## config.mk

```make
export PLATFORM = sky130hd
export DESIGN_NAME = alu_operand_flags_flat
export DESIGN_NICKNAME = d
export VERILOG_FILES = /design/src/rtl/alu_operand_flags_if.sv /design/src/rtl/alu_operand_flags.sv /design/src/flat_wrapper.sv
export SDC_FILE = /design/constraint.sdc
export NUM_CORES = 1
export LEC_CHECK = 0
export CAP_MARGIN = 0
export CORE_MARGIN = 4
export CORE_UTILIZATION = 33
export CTS_BUF_LIST = sky130_fd_sc_hd__clkbuf_16
export DETAILED_ROUTE_END_ITERATION = 10
export GPL_TIMING_DRIVEN = 0
export HOLD_SLACK_MARGIN = 0.03
export PLACE_DENSITY = 0.73
export SYNTH_ARGS = -nofsm -noshare
export SYNTH_HDL_FRONTEND = slang
export SYNTH_SLANG_ARGS = --single-unit
```

## constraint.sdc

```tcl
create_clock -name clk -period 0.8 [get_ports clk]
set_input_delay 0.16 -clock clk [delete_from_list [all_inputs] [get_ports clk]]
set_output_delay 0.16 -clock clk [all_outputs]
set_load 0.005 [all_outputs]
```

## src/rtl/alu_operand_flags_if.sv

```systemverilog
// alu_operand_flags_if: control, bus and ALU signals around the operand/flags stage
interface alu_operand_flags_if #(
    parameter int WIDTH = 8
);
    logic [WIDTH-1:0] bus_in;
    logic             a_in;
    logic             a_out;
    logic             b_in;
    logic             alu_out;
    logic             fi;
    logic [WIDTH-1:0] alu_result;
    logic             alu_overflow;
    logic             alu_zero;
    logic [WIDTH-1:0] port_a;
    logic [WIDTH-1:0] port_b;
    logic [WIDTH-1:0] bus_out;
    logic             bus_out_en;
    logic             carry_flag;
    logic             zero_flag;
    logic             bus_conflict;
    modport master (
        output bus_in, a_in, a_out, b_in, alu_out, fi, alu_result, alu_overflow, alu_zero,
        input  port_a, port_b, bus_out, bus_out_en, carry_flag, zero_flag, bus_conflict
    );
    modport slave (
        input  bus_in, a_in, a_out, b_in, alu_out, fi, alu_result, alu_overflow, alu_zero,
        output port_a, port_b, bus_out, bus_out_en, carry_flag, zero_flag, bus_conflict
    );
endinterface

```

## src/rtl/alu_operand_flags.sv

```systemverilog
// alu_operand_flags: ALU operand registers, flags latch and shared-bus drive arbitration
module alu_operand_flags #(
    parameter int WIDTH = 8
) (
    input logic                clk,
    input logic                n_rst,
    alu_operand_flags_if.slave bus
);
    logic [WIDTH-1:0] reg_a;
    logic [WIDTH-1:0] reg_b;
    logic             carry_q;
    logic             zero_q;
    logic             conflict_q;
    // operand registers load from the bus; A and B may load the same value together
    always_ff @(posedge clk or negedge n_rst) begin
        if (!n_rst) begin
            reg_a <= '0;
            reg_b <= '0;
        end else begin
            if (bus.a_in) reg_a <= bus.bus_in;
            if (bus.b_in) reg_b <= bus.bus_in;
        end
    end
    // flags capture the ALU outputs of the operands present before this edge
    always_ff @(posedge clk or negedge n_rst) begin
        if (!n_rst) begin
            carry_q <= 1'b0;
            zero_q  <= 1'b0;
        end else if (bus.fi) begin
            carry_q <= bus.alu_overflow;
            zero_q  <= bus.alu_zero;
        end
    end
    // sticky record of both bus drivers requested in the same cycle
    always_ff @(posedge clk or negedge n_rst) begin
        if (!n_rst) conflict_q <= 1'b0;
        else        conflict_q <= conflict_q | (bus.a_out & bus.alu_out);
    end
    // ALU result has priority over register A when both ask for the bus
    always_comb begin
        bus.bus_out    = bus.alu_out ? bus.alu_result : bus.a_out ? reg_a : '0;
        bus.bus_out_en = bus.alu_out | bus.a_out;
    end
    assign bus.port_a       = reg_a;
    assign bus.port_b       = reg_b;
    assign bus.carry_flag   = carry_q;
    assign bus.zero_flag    = zero_q;
    assign bus.bus_conflict = conflict_q;
endmodule

```

## src/flat_wrapper.sv

```systemverilog
// flat-port wrapper written by rule: the top's interface ports become plain ports
module alu_operand_flags_flat 
#(
    parameter int WIDTH = 8
)
  (clk, n_rst, bus_bus_in, bus_a_in, bus_a_out, bus_b_in, bus_alu_out, bus_fi, bus_alu_result, bus_alu_overflow, bus_alu_zero, bus_port_a, bus_port_b, bus_bus_out, bus_bus_out_en, bus_carry_flag, bus_zero_flag, bus_bus_conflict);
  alu_operand_flags_if #(.WIDTH(WIDTH)) bus_i ();
  input logic clk;
  input logic n_rst;
  input wire logic [$bits(bus_i.bus_in)-1:0] bus_bus_in;
  input wire logic [$bits(bus_i.a_in)-1:0] bus_a_in;
  input wire logic [$bits(bus_i.a_out)-1:0] bus_a_out;
  input wire logic [$bits(bus_i.b_in)-1:0] bus_b_in;
  input wire logic [$bits(bus_i.alu_out)-1:0] bus_alu_out;
  input wire logic [$bits(bus_i.fi)-1:0] bus_fi;
  input wire logic [$bits(bus_i.alu_result)-1:0] bus_alu_result;
  input wire logic [$bits(bus_i.alu_overflow)-1:0] bus_alu_overflow;
  input wire logic [$bits(bus_i.alu_zero)-1:0] bus_alu_zero;
  output wire logic [$bits(bus_i.port_a)-1:0] bus_port_a;
  output wire logic [$bits(bus_i.port_b)-1:0] bus_port_b;
  output wire logic [$bits(bus_i.bus_out)-1:0] bus_bus_out;
  output wire logic [$bits(bus_i.bus_out_en)-1:0] bus_bus_out_en;
  output wire logic [$bits(bus_i.carry_flag)-1:0] bus_carry_flag;
  output wire logic [$bits(bus_i.zero_flag)-1:0] bus_zero_flag;
  output wire logic [$bits(bus_i.bus_conflict)-1:0] bus_bus_conflict;
  assign bus_i.bus_in = bus_bus_in;
  assign bus_i.a_in = bus_a_in;
  assign bus_i.a_out = bus_a_out;
  assign bus_i.b_in = bus_b_in;
  assign bus_i.alu_out = bus_alu_out;
  assign bus_i.fi = bus_fi;
  assign bus_i.alu_result = bus_alu_result;
  assign bus_i.alu_overflow = bus_alu_overflow;
  assign bus_i.alu_zero = bus_alu_zero;
  assign bus_port_a = bus_i.port_a;
  assign bus_port_b = bus_i.port_b;
  assign bus_bus_out = bus_i.bus_out;
  assign bus_bus_out_en = bus_i.bus_out_en;
  assign bus_carry_flag = bus_i.carry_flag;
  assign bus_zero_flag = bus_i.zero_flag;
  assign bus_bus_conflict = bus_i.bus_conflict;
  alu_operand_flags #(.WIDTH(WIDTH)) u_core (.clk(clk), .n_rst(n_rst), .bus(bus_i));
endmodule
```

### After elaboration in Yosys (flattened, before gate mapping)

Index checks and enable logic that the tools add are counted.

* input port bits: 25
* flip-flop bits (word level): 19

* muxes and demuxes: 2
* bitwise logic cells: 3

Operators by type and width (number)
* two-way mux 8 bit: 2
* bitwise OR 1 bit: 2
* bitwise AND 1 bit: 1

### Depth between registers and ports, before layout

* word-level depth: 2
* depth in mapped cells: 3
* mapped depth without buffers: 2

### Worst setup path after synthesis

Ideal clock, no wire load.

* path type: reg-to-reg
* start: reg u_core.bus.port_a[5] (netlist name)
* end: reg u_core.reg_a[5] (netlist: u_core.bus.port_a[5])
* buffers on the path: 0
* stages on the path, launching flop included: 2
* path slack: 0.036 ns
* required time: 0.675 ns
* arrival: 0.639 ns
* cell sequence: dfrtp_1 -> mux2_4

RTL lines
* end signal, assigned: RTL line alu_operand_flags.sv:20 `if (bus.a_in) reg_a <= bus.bus_in;`
* end, declared: RTL line alu_operand_flags.sv:9 `logic [WIDTH-1:0] reg_a;`

### Worst setup path after layout

* start: reg u_core.reg_a[7] (netlist: u_core.bus.port_a[7])
* end: out bus_bus_out[7]

* cells in the longest elaborated chain, start to end: 2

Ends and longest elaborated chain
* two-way mux 8 bit (2 in a row): RTL line alu_operand_flags.sv:41 `bus.bus_out = bus.alu_out ? bus.alu_result : bus.a_out ? reg_a : '0;`
* end, declared: RTL line flat_wrapper.sv:21 `output wire logic [$bits(bus_i.bus_out)-1:0] bus_bus_out;`

No other way between the ends.

==> results.py <==
metrics = {
    "worst_setup_path": {
        "arrival_ns": 1.04,
        "worst_ep_required_time_ns": 0.64,
        "reg2reg_slack_ns": -0.17,
        "reg2reg_to": "u_core.bus.port_a[5]",
        "r2r_start": "u_core.bus.port_a[5]",
        "cp_max_fo": 2,
        "worstSetupEndpointType": "output port",
        "startpoint_type": "flop",
        "reg2regPathDepth": 3,
        "path_class": "flop to output port",
    },
    "outcome": {
        "status": "finished with violations",
        "violations": "setup timing",
    },
    "synthesis": {
        "syn_avg_cell_area_um2": 16.34,
        "syn_nets": 79,
        "synthSimpleGateAreaFrac_pct": 3.121,
        "ys_ff_latch": 19,
        "synth_top_family_by_area": "multiplexers",
        "synth_cells": 54,
        "muxShareOfSynthArea_pct": 29.79,
        "synth_compound_area_share_pct": 8.511,
        "synth_fa_ha_area_share_pct": 0,
        "yosysSeqAreaShare_pct": 53.90,
        "netlist_area_um2": 882.1,
        "synthXorXnorAreaFrac_pct": 0,
        "ys_warn_count": 0,
        "synthDistinctLibCells": 11,
    },
    "floorplan": {
        "die_w_um": 59.70,
        "die_y_um": 59.70,
        "io_pins": 53,
        "rows": 18,
        "fp.dieArea_um2": 3564,
        "coreArea_um2": 2522,
        "start_util_pct": 34.97,
    },
    "clocking": {
        "cts_tree": "yes",
        "clockRootBuffer": "clkbuf_16",
        "cts.htree.levels": 1,
        "insertion_delay_ns": 0.24,
        "cts.sinks": 19,
        "cts_made_buffers": 3,
        "hold_buffers": 0,
        "cts.clk_slew.worst_paths_ns": 0.05,
        "clockBufferDepth": 2,
    },
    "layout": {
        "most-common-layout-cells": "buf_2, buf_6, dfrtp_1, clkdlybuf4s50_1, mux2_4",
        "final_nets": 154,
        "drive_gt1_share_pct": 60.94,
        "final_common_cell": "buf_2",
        "area_growth_pct": 79.72,
        "design_area_um2": 1585,
        "fillers": 219,
        "final_core_util_pct": 62.85,
        "antenna_cells": 0,
    },
    "routing": {
        "ant_nets": 0,
        "vias_per_cell": 4.601,
        "drtPass1Iterations": 2,
        "finalWirelength_um": 2406,
        "drt-wirelength-per-cell_um": 15.23,
        "num_vias": 727,
        "drtIter0Drc": 20,
        "remaining_drc_errors": 0,
    },
    "sta": {
        "rsz0062_at_grt": "true",
        "period_needed_ns": 1.196,
        "period_share_pct": 149.5,
        "finalHoldViolations": 0,
        "finalWorstSetupSlack_ns": -0.3963,
        "tightestPinTransition_ns": 0.8518,
        "maxSlewViolCount": 0,
        "setup_violations": 39,
        "slew_headroom_pct": 43.22,
        "timing.fmax_mhz": 835.9,
        "whs_ns": 0.1046,
        "skew_ns": 0,
    },
    "power": {
        "total_power_uw": 2833,
        "p_per_area_nw_per_um2": 1787,
        "vdd_ir_drop_max_uv": 1029,
        "p_leak_uw": 0.0007944,
    },
    "placed_design": {
        "port_buffers": 50,
        "place_congestion": 0.6340,
        "placed_area_um2": 1420,
    },
    "global_route": {
        "grt_remaining_overflow": 0,
        "grt_max_degree": 20,
        "grt_pass1_wl_um": 3829,
        "grt_pass1_vias": 788,
        "antenna_found_initial": 0,
        "track_usage_pct": 14.47,
    },
    "run": {
        "max_cap_violations": 0,
    },
    "worst_hold_path": {
        "hp-class": "input pin to async pin",
    },
}
layout make-up:
class,instances,area (um^2),area share (%)
Timing Repair Buffer,70,578.1,36.46
Sequential cell,19,475.5,29.99
Multi-Input combinational cell,31,367.9,23.20
Clock buffer,3,75.07,4.736
Buffer,4,47.55,2.999
Tap cell,30,37.54,2.368
Clock inverter,1,3.754,0.2368
stage by stage:
| step | TNS [ns] | instances | setup WS [ns] |
|---|---|---|---|
| detailed placement | -25.43 | 134 | -0.9620 |
| finish | -6.311 | 158 | -0.3963 |
| floorplan | 0 | 54 | 0.03592 |
| global route | -7.425 | 158 | -0.4335 |
| CTS | -5.743 | 151 | -0.4090 |
| global placement | -24.01 | 134 | -0.9663 |
cells in the mapped netlist, drive strengths merged:
cell type	instances	area share (%)
mux2	18	30
clkbuf	1	0.85
buf	3	3.8
nor2b	1	1.6
a21o	1	0.99
or2	1	0.71
o21ai	1	0.57
dfrtp	19	54
nand2	2	0.85
a22o	7	7.0
kinds of logic (layout without fill, tap and decap cells):
logic type / after synthesis / after routing
compound gates: 9 / 9
buf+inv: 4 / 78
flops: 19 / 19
mux: 18 / 18
simple gates: 4 / 4
report_power, final:
part / internal (uW) / total, uW / switching [uW]
sequential: 1050 / 1120 / 64.0
combinational: 514 / 735 / 221
clock: 663 / 980 / 317
total: 2230 / 2830 / 602
sequential cells by signal (all words and copies together) (netlist names):
register and count:
u_core.bus.port_a 8, u_core.bus.port_b 8, u_core.bus.bus_conflict 1, u_core.bus.carry_flag 1, u_core.bus.zero_flag 1
critical path, cell delays in order (launching register included):
cell and delay [ns]:
dfrtp_1 0.39, buf_6 0.12, a22o_1 0.16, buf_2 0.12
worst max-delay path by stage:
stage                          from                    to  cells after the start
3_5_place_dp              bus_a_out        bus_bus_out[7]                      5
5_1_grt        u_core.bus.port_a[7]        bus_bus_out[7]                      3
3_3_place_gp              bus_a_out        bus_bus_out[7]                      5
4_1_cts        u_core.bus.port_a[7]        bus_bus_out[7]                      3
2_1_floorplan  u_core.bus.port_a[5]  u_core.bus.port_a[5]                      1
6_report       u_core.bus.port_a[7]        bus_bus_out[7]                      3
per-layer routing:
layer | part of all wire [%] | GRT usage, %
met1 | 40 | 18.61
met2 | 50 | 24.54
met3 | 8.6 | 3.672
met4 | 0.67 | 2.848
met5 | 0 | 0
what timing repair did:
action | in CTS | in global routing
setup buffers | 13 | 7
endpoints found under the setup margin | 50 | 54
resized for setup | 132 | 11
pin swaps | 7 | 0
Note: power is estimated with default switching activity, not from simulation.
